==> src/rtl/data_processing_pipe.sv <==
// data_processing_pipe: per-beat arithmetic/logic transform feeding an in-order output buffer.
// Define DATA_PROCESSING_PIPE_SAT_EN to make increment, gain x2 and decrement saturate instead of wrap.
module data_processing_pipe #(
    parameter int DATA_W = 8,
    parameter int DEPTH  = 4
) (
    input  logic                       clk,
    input  logic                       rst,
    input  logic                       valid_in,
    output logic                       ready_in,
    input  logic [DATA_W-1:0]          data_in,
    input  logic [2:0]                 mode,
    output logic                       valid_out,
    input  logic                       ready_out,
    output logic [DATA_W-1:0]          data_out,
    output logic [$clog2(DEPTH+1)-1:0] level
);

    localparam int AW = $clog2(DEPTH);
    localparam int LW = $clog2(DEPTH + 1);

    localparam logic [LW-1:0]     FULL  = LW'(DEPTH);
    localparam logic [LW-1:0]     L_ONE = LW'(1);
    localparam logic [AW-1:0]     P_ONE = AW'(1);
    localparam logic [DATA_W-1:0] D_ONE = DATA_W'(1);

    logic [DATA_W-1:0] mem [DEPTH];
    logic [AW-1:0]     wr_ptr;
    logic [AW-1:0]     rd_ptr;
    logic [DATA_W-1:0] result;
    logic              push;
    logic              pop;

    // Ready depends only on occupancy and downstream ready, never on valid_in.
    assign ready_in  = (level < FULL) || ready_out;
    assign valid_out = (level != '0);
    assign push      = valid_in && ready_in;
    assign pop       = valid_out && ready_out;
    assign data_out  = valid_out ? mem[rd_ptr] : '0;

    // Transform the incoming beat; mode is bound here, at acceptance.
    always_comb begin
        result = data_in;
        case (mode)
            3'b000: result = data_in;
`ifdef DATA_PROCESSING_PIPE_SAT_EN
            3'b001: result = (&data_in) ? '1 : data_in + D_ONE;
            3'b011: result = data_in[DATA_W-1] ? '1 : data_in << 1;
            3'b101: result = (data_in == '0) ? '0 : data_in - D_ONE;
`else
            3'b001: result = data_in + D_ONE;
            3'b011: result = data_in << 1;
            3'b101: result = data_in - D_ONE;
`endif
            3'b010: result = ~data_in;
            3'b100: result = data_in >> 1;
            3'b110: result = {data_in[DATA_W-2:0], data_in[DATA_W-1]};
            default: result = data_in;
        endcase
    end

    // Buffer storage: write the transformed beat at the tail.
    always_ff @(posedge clk) begin
        if (push && !rst) begin
            mem[wr_ptr] <= result;
        end
    end

    // Pointers and occupancy; pointers wrap naturally since DEPTH is a power of two.
    always_ff @(posedge clk) begin
        if (rst) begin
            wr_ptr <= '0;
            rd_ptr <= '0;
            level  <= '0;
        end else begin
            if (push) begin
                wr_ptr <= wr_ptr + P_ONE;
            end
            if (pop) begin
                rd_ptr <= rd_ptr + P_ONE;
            end
            case ({push, pop})
                2'b10:   level <= level + L_ONE;
                2'b01:   level <= level - L_ONE;
                default: level <= level;
            endcase
        end
    end

endmodule

==> config.mk <==
export PLATFORM = sky130hd
export DESIGN_NAME = data_processing_pipe
export DESIGN_NICKNAME = d
export VERILOG_FILES = /design/src/rtl/data_processing_pipe.sv
export SDC_FILE = /design/constraint.sdc
export NUM_CORES = 1
export LEC_CHECK = 0
export CAP_MARGIN = 10
export CORE_MARGIN = 2
export CORE_UTILIZATION = 60
export CTS_BUF_LIST = sky130_fd_sc_hd__clkbuf_4 sky130_fd_sc_hd__clkbuf_8 sky130_fd_sc_hd__clkbuf_16
export DETAILED_ROUTE_END_ITERATION = 8
export GPL_TIMING_DRIVEN = 0
export PLACE_DENSITY = 0.84
export SETUP_SLACK_MARGIN = 0.05
export SLEW_MARGIN = 20
export SYNTH_ARGS = -nofsm -noshare
export SYNTH_HDL_FRONTEND = slang
export SYNTH_SLANG_ARGS = --single-unit
==> constraint.sdc <==
create_clock -name clk -period 4.2 [get_ports clk]
set_input_delay 0.42 -clock clk [delete_from_list [all_inputs] [get_ports clk]]
set_output_delay 0.42 -clock clk [all_outputs]
set_load 0.03 [all_outputs]
## Word-level counts from Yosys, hierarchy flattened

Memories as Yosys holds them, arrays and structs flattened. A register that Yosys moved wholly into a read port is not among the register bits.
Cells that the tools add are included.

- Flip-flop bits (word level): 7
- RAM bits: 32
- Input bits: 15
- Output and inout bits: 13
- Word-level logic and storage cells: 34
- Memories: 1

Memory list:

| name | depth | width | read ports | clocked after memory_dff | wr ports | RTL line | RTL |
|---|---|---|---|---|---|---|---|
| mem | 4 | 8 | 1 | 1 | 1 | 27 | `logic [DATA_W-1:0] mem [DEPTH];` |

- Add/sub/neg operators: 6
- Magnitude comparators: 1
- Equality and inequality tests: 8
- Mux-type cells: 7
- Bitwise operators: 1
- Reductions and logical operators: 7

Operators by type and width:

| operator | number |
|---|---|
| $pmux W8 S6 | 1 |
| $eq A3 B3 Y1 const B | 3 |
| $add A8 B1 Y8 const B | 1 |
| $mux W8 | 1 |
| $not A8 Y8 | 1 |
| $sub A8 B1 Y8 const B | 1 |
| $eq A3 B2 Y1 const B | 2 |
| $pmux W3 S2 | 1 |
| $add A2 B1 Y2 const B | 2 |
| $mux W2 | 2 |
| $add A3 B1 Y3 const B | 1 |
| $eq A3 B1 Y1 const B | 1 |
| $logic_and A1 B1 Y1 | 3 |
| $lt A3 B3 Y1 const B | 1 |
| $reduce_bool A3 Y1 | 1 |
| $sub A3 B1 Y3 const B | 1 |
| $eq A2 B1 Y1 const B | 1 |
| $eq A2 B2 Y1 const B | 1 |
| $mux W1 | 2 |
| $reduce_bool A2 Y1 | 1 |
| $logic_not A1 Y1 | 1 |
| $logic_or A1 B1 Y1 | 1 |

## Depth between registers and ports, before layout

Gate-level depths: netlist of the first run.

- Depth in word-level cells: 6
- Gate-level depth with buffers: 9
- Depth with buffers taken out: 8

## Worst setup path after synthesis of the first run

OpenSTA, ideal clock, no wires.

- Path type: flip-flop to flip-flop
- Start: register level[0]
- End: register level[2]
- Setup time: 0.070 ns
- Arrival time: 2.500 ns
- Setup slack: 1.630 ns
- Cell stages (with the launch flop): 10
- Path buffers: 1
- Path through: dfxtp_1 or3_1 clkbuf_1 and2_1 ha_1 inv_1 fa_1 xor2_1 or3_1 a21oi_1

RTL lines:

| item | RTL line | RTL |
|---|---|---|
| from (decl) | 16 | `output logic [$clog2(DEPTH+1)-1:0] level` |
| from (signal assigned) | 83 | `2'b10: level <= level + L_ONE;` |
| from (signal assigned) | 84 | `2'b01: level <= level - L_ONE;` |
| from (signal assigned) | 85 | `default: level <= level;` |
| $reduce_bool A3 Y1 * | 36 | `assign valid_out = (level != '0);` |
| named net valid_out | 13 | `output logic valid_out,` |
| $logic_and A1 B1 Y1 * | 38 | `assign pop = valid_out && ready_out;` |
| named net pop | 32 | `logic pop;` |
| $eq A2 B1 Y1 or $eq A2 B2 Y1 (tied branches) | 82 | `case ({push, pop})` |
| $pmux W3 S2 or $reduce_bool A2 Y1 (tied branches) | n/a |  |

Mark *: on every way through the listed nets, which the timed path passes. The rest lies on a longest branch.
A chain may end at the register's enable or synchronous reset.

## Worst setup path after layout of the first run

- Start: input port mode[1]
- End: memory mem[0][4], data pin

- Word-level cells in the longest chain between the ends: 2

Ends and longest elaborated chain:

| item | RTL line | RTL |
|---|---|---|
| from (decl) | 12 | `input logic [2:0] mode,` |
| $eq A3 B3 Y1, or another cell as far along | 44 | `case (mode)` |
| $pmux W8 S6 * | 44 |  |
| named net result[4] | 30 | `logic [DATA_W-1:0] result;` |
| to (decl) | 27 |  |

Marks and branches as above.

==> results.ini, run 1 <==
[floorplanning]
dieArea_sq_mm = 0.004750
die-width_um = 68.92
core_sq_mm = 0.004029
start_util = 0.6276
io-pin-count = 28
num_rows = 23
fp.dieH_um = 68.92

[grt]
grt_max_degree = 14
grt_pass1_wl_mm = 8.556
grt_pass1_vias = 1748
antenna_found_initial = 0
grtUsageTotal = 0.2503
grt_overflow_total = 0

[timing]
tightest_slew_ns = 0.7431
worst_clock_skew_ns = 0.002489
tns_ns = 0
setup_viol = 0
slew_headroom = 0.4983
report.final.hold_viol_count = 0
drv_slew = 0
fmax_mhz = 332.5
min_period_over_period = 0.7160
period_needed_ns = 3.007
rsz0062_at_grt = false

[clock_tree]
cts_max_path_buffers = 2
cts_buffers = 5
cts_resized = 0
cts-root-buf = clkbuf_8
insertion_delay_ns = 0.28
cts_setup_buffers = 0
cts.reportedPaths.clkPinSlew_ns = 0.08
cts.sinks = 41
tritoncts = built
hold_buffers = 0
cts_max_level = 2

[job]
cap_violations = 0

[drt]
drcViolationCount = 0
firstDrtPassIters = 4
routed_wirelength_mm = 5.220
ant_nets = 0
wl_per_cell_um = 16.52
drt_first_iter_violations = 132
viasPerCell = 6.047
dr_total_vias = 1911

[worst_setup_path]
critical_path.max_fanout = 7
critPathArrivalTime_ns = 3.00
r2r_start = level[0]
cp-start-kind = primary input
worstSetupEndpointType = flip-flop
max_stage_delay_ns = 0.58
reg2regPathDepth = 9
cpMaxStageDelayCell = a221oi_1
ff2ff_setup_slack_ns = 1.81
path_cells = clkdlybuf4s50_1 -> nand3b_4 -> xnor2_1 -> ha_1 -> or4_4 -> mux2i_1 -> xor2_1 -> a21oi_1 -> a221oi_1
crit_type = in -> reg
cp-endpoint = mem[0][4]
crit_start = mode[1]
r2r-end = level[2]
worstPathRequired_ns = 4.20

[layout]
diodes = 0
multi_input_area_sq_mm = 0.001261
drive_gt1_frac = 0.1165
finalNetCount = 287
regArea_sq_mm = 0.001141
nFillCells = 299
area_delta_synth_final_pct = 15.93

[yosys]
ys_seq_area_frac = 0.4513
avgSynthCellArea_sq_um = 10.71
synth_edf_count = 32
synth_ff_type = edfxtp_1
synthesis.area_sq_mm = 0.002529
synth_common_cells = 32 x edfxtp_1, 19 x nor2_1, 16 x o21ai_0
yosysTopAreaCellShare = 0.3800
synthArstFlopShare = 0
synth_warnings = 0
yosysUniqueCellTypes = 49
synth-seq-cells = 41
synth_fp_nets = 258
netlist_instances = 236
synth.most_common_cell = edfxtp_1
synth_top_cell_by_area = edfxtp_1
synth.area.top_cells = edfxtp_1 38%, dfxtp_1 7.1%, mux4_2 7.1%

[placed_design]
place.gp.congestion = 0.9456
hpwlAfterDp_mm = 3.894
io_buffers = 22

[power_and_ir_drop]
pwr-share-clk = 0.233
power.internal_w = 0.0009266
seqPwrFrac = 0.366
switching_power_w = 0.0004612
p_sw_frac = 0.3323
ir_worst_vdd_v = 0.0003005
p_comb_frac = 0.401
leakage_nw = 1.036
power_w = 0.001388
p_per_area_mw_per_mm2 = 473.4

[outcome]
status = completed

[hold_path]
worstHoldPathType = in -> reg
min-delay-start = rst

cell usage in the layout, fill, tap and decap left out, drive strengths merged, types with 8 or more instances in the layout:
cell type and instances:
o21ai 16, clkbuf 18, nand2b 10, edfxtp 32, and2 13, dfxtp 9, clkdlybuf4s50 22, mux4 8
nor2 19, a21oi 14, inv 8, nand2 11, buf 8
power groups by stage:
stage	clock network [W]	registers [W]	logic, W
final	0.000324	0.000508	0.000556
after CTS	0.000329	0.000507	0.000563
after global placement	0	0.000513	0.000544
after global routing	0.000350	0.000511	0.000615
after detailed placement	0	0.000516	0.000562
after floorplan	0	0.000528	0.000368
final cells by class:
class	count	share of cell area
multi-input combinational	167	0.4302
sequential	41	0.3892
timing repair buffer	22	0.07512
buffer	20	0.03286
clock buffer	6	0.02817
tap	50	0.02134
clock inverter	2	0.01280
inverter	8	0.01024
worst min path at each step:
stage | slack (ns) | to | depth (start not counted)
after floorplan | 0.47 | wr_ptr[1] | 2
after global placement | 0.48 | wr_ptr[1] | 2
after detailed placement | 0.50 | wr_ptr[1] | 2
after CTS | 0.47 | level[0] | 2
after global routing | 0.50 | level[1] | 2
final | 0.48 | level[0] | 2
worst max-delay path: cells and delay by family:
family                   cells  cell delay [ns]
XOR/XNOR                     2             0.32
AND/OR/NAND/NOR              2             0.71
AO/OA/AOI/OAI                2             0.64
multiplexers                 1             0.18
buffers and inverters        1             0.51
adder cells (fa/ha/maj)      1             0.22
state kept, by name (all words and copies together), names as in the netlist, named ones only:
register,count
rd_ptr,2
level,3
mem,32
wr_ptr,2
logic make-up (layout without fill, tap and decap cells):
family                     after synthesis  in the layout  share of synthesized area
adders and majority gates                7              7                    0.03760
xor gates and xnor gates                11             11                    0.03810
muxes                                   15             15                    0.09995
AOI/OAI and AO/OA                       58             58                     0.1593
and+or+nand+nor                         76             76                     0.1638
buffers and inverters                   28             58                    0.04997
DFF                                     41             41                     0.4513
routing by layer:
metal,global-route usage,share of wire,vias up
li1,-,-,935
met5,0,0,-
met1,0.3267,0.44,895
met4,0.05882,0.016,0
met3,0.04708,0.055,9
met2,0.4315,0.49,72
metrics by stage:
stage / hold slack [ns] / utilization / std cells / instance area [sq um] / setup WS, ns
finish: 0.4753 / 0.7276 / 316 / 2932 / 1.193
global route: 0.5009 / 0.7276 / 316 / 2932 / 1.069
CTS: 0.4703 / 0.7276 / 316 / 2932 / 1.250
detailed placement: 0.5038 / 0.6978 / 308 / 2811 / 0.9457
global placement: 0.4823 / 0.6978 / 308 / 2811 / 0.9933
floorplan: 0.4692 / - / 236 / 2529 / 1.630
No activity file was read; power rests on OpenSTA's default activity.
==> run 2, diff against run 1 <==
CORE_UTILIZATION = 51   (was 60)
PLACE_DENSITY = 0.76   (was 0.84)
clock period = 2.55 ns   (was 4.2 ns; I/O delays follow)
==> run 2 against run 1 <==
Compared with the run above: clock skew grew 0.00073 ns; utilization shrank 9.7 points; register-to-register slack lost 1.5 ns; combinational power grew 66%; first-iteration DRC count shrank 19%; cell count grew 5.4%; critical endpoint is now data_out[4]; sequential cell count is the same; die area grew 17%; sequential power grew 65%; sequential share of layout area shrank 0.88 points.
==> results.ini, run 2 (synthesized netlist as in run 1, its figures left out) <==
[floorplanning]
fp.dieH_um = 74.42
dieArea_sq_mm = 0.005538
core_sq_mm = 0.004755
die-width_um = 74.42
io-pin-count = 28
num_rows = 25
start_util = 0.5318

[power_and_ir_drop]
switching_power_w = 0.0007702
power.internal_w = 0.001610
leakage_nw = 1.069
seqPwrFrac = 0.353
pwr-share-clk = 0.259
ir_worst_vdd_v = 0.0003240
p_comb_frac = 0.388
p_sw_frac = 0.3236
p_per_area_mw_per_mm2 = 793.5

[layout]
largest_register_ffs = 32
area_delta_synth_final_pct = 18.60
drive_gt1_frac = 0.1353
layout_commonest_cell = edfxtp_1
finalNetCount = 287
layout_common_cells = 32 x edfxtp_1, 20 x clkdlybuf4s50_1, 19 x nor2_1
reg.largest.list = mem: 32 flops, level: 3 flops
regMostFlops = mem
diodes = 0

[job]
cap_violations = 0

[drt]
routed_wirelength_mm = 5.151
wl_met2_mm = 2.547
drt-met1-wl_mm = 2.241
top_layer = met4
firstDrtPassIters = 4
viasPerCell = 5.814
dr_total_vias = 1936
wl_met3_um = 283
wl_per_cell_um = 15.47
ant_nets = 0
drcViolationCount = 0
drt_first_iter_violations = 107

[worst_setup_path]
crit_type = reg -> out
critPathArrivalTime_ns = 2.14
worstSetupEndpointType = primary output
critical_path.max_fanout = 8
r2r_start = level[0]
worstPathRequired_ns = 2.30
cp-start-kind = flip-flop

[grt]
grt_max_degree = 15
grtUsageTotal = 0.1964
grt_pass1_vias = 1734
grt_overflow_total = 0
grt_pass1_wl_mm = 8.245
antenna_found_initial = 0

[timing]
period_needed_ns = 2.395
fmax_mhz = 417.5
setup_viol = 0
tns_ns = 0
min_period_over_period = 0.9393
drv_slew = 0
worst_clock_skew_ns = 0.003215
hold_slack_ns = 0.3135
tightest_slew_ns = 0.5458
slew_headroom = 0.6323
report.final.hold_viol_count = 0
rsz0062_at_grt = false

[placed_design]
hpwlAfterDp_mm = 3.694
place.gp.congestion = 0.9292
io_buffers = 22

[clock_tree]
hold_buffers = 0
tritoncts = built
cts-root-buf = clkbuf_8
cts.sinks = 41
insertion_delay_ns = 0.29
cts_max_path_buffers = 2
cts.reportedPaths.clkPinSlew_ns = 0.08
cts_max_level = 2
cts_buffers = 5

[hold_path]
min-delay-start = rst
worstHoldPathType = in -> reg

[outcome]
status = completed

[run 2: path summary, 6_finish.rpt]
check,endpoint,slack [ns],cells after the start
setup / recovery,data_out[4],0.15,4
hold / removal,flip-flop,0.31,2
setup reg to reg,level[2],0.27,9
hold reg to reg,wr_ptr[1],0.51,2
[run 2: critical path, cell delays in order (launching register included)]
cell	delay (ns)
dfxtp_1	0.32
clkbuf_4	0.24
mux4_2	0.53
and2_1	0.18
clkdlybuf4s50_1	0.58
[run 2: power by group through the flow]
stage,Sequential (W),Combinational [W],Clock (W)
after detailed placement,0.000849,0.000928,0
final,0.000840,0.000923,0.000617
after CTS,0.000833,0.000932,0.000627
after floorplan,0.000869,0.000609,0
after global routing,0.000849,0.00101,0.000651
after global placement,0.000846,0.000908,0
[run 2: final cells by class]
cell class	instances	area, sq um
Fill cell	401	1755
Multi-Input combinational cell	167	1281
Sequential cell	41	1141
Timing Repair Buffer	23	229.0
Buffer	19	96.34
Tap cell	67	83.83
Clock buffer	5	68.82
Clock inverter	3	68.82
Inverter	8	30.03
[run 2: stage by stage]
stage | cells | area (sq um) | util | total power [W] | setup slack (ns)
4_1_cts | 334 | 2984 | 0.6276 | 0.002392 | 0.05948
3_3_place_gp | 325 | 2834 | 0.5961 | 0.001754 | -0.4058
2_1_floorplan | 236 | 2530 | - | 0.001478 | 0.1789
5_1_grt | 333 | 2999 | 0.6308 | 0.002508 | 0.06499
6_report | 333 | 2999 | 0.6308 | 0.002380 | 0.1548
3_5_place_dp | 325 | 2834 | 0.5961 | 0.001777 | -0.4754
[run 2: what timing repair did]
item,4_1_cts,5_1_grt
endpoints found under the setup margin,12,21
resized for setup,3,4
buffers inserted,1,0
[run 2: per-layer routing]
| layer | up-vias | GRT usage |
|---|---|---|
| met2 | 85 | 0.3255 |
| met1 | 913 | 0.2609 |
| met4 | 0 | 0.06548 |
| met5 | - | 0 |
| met3 | 9 | 0.03659 |
| li1 | 929 | - |
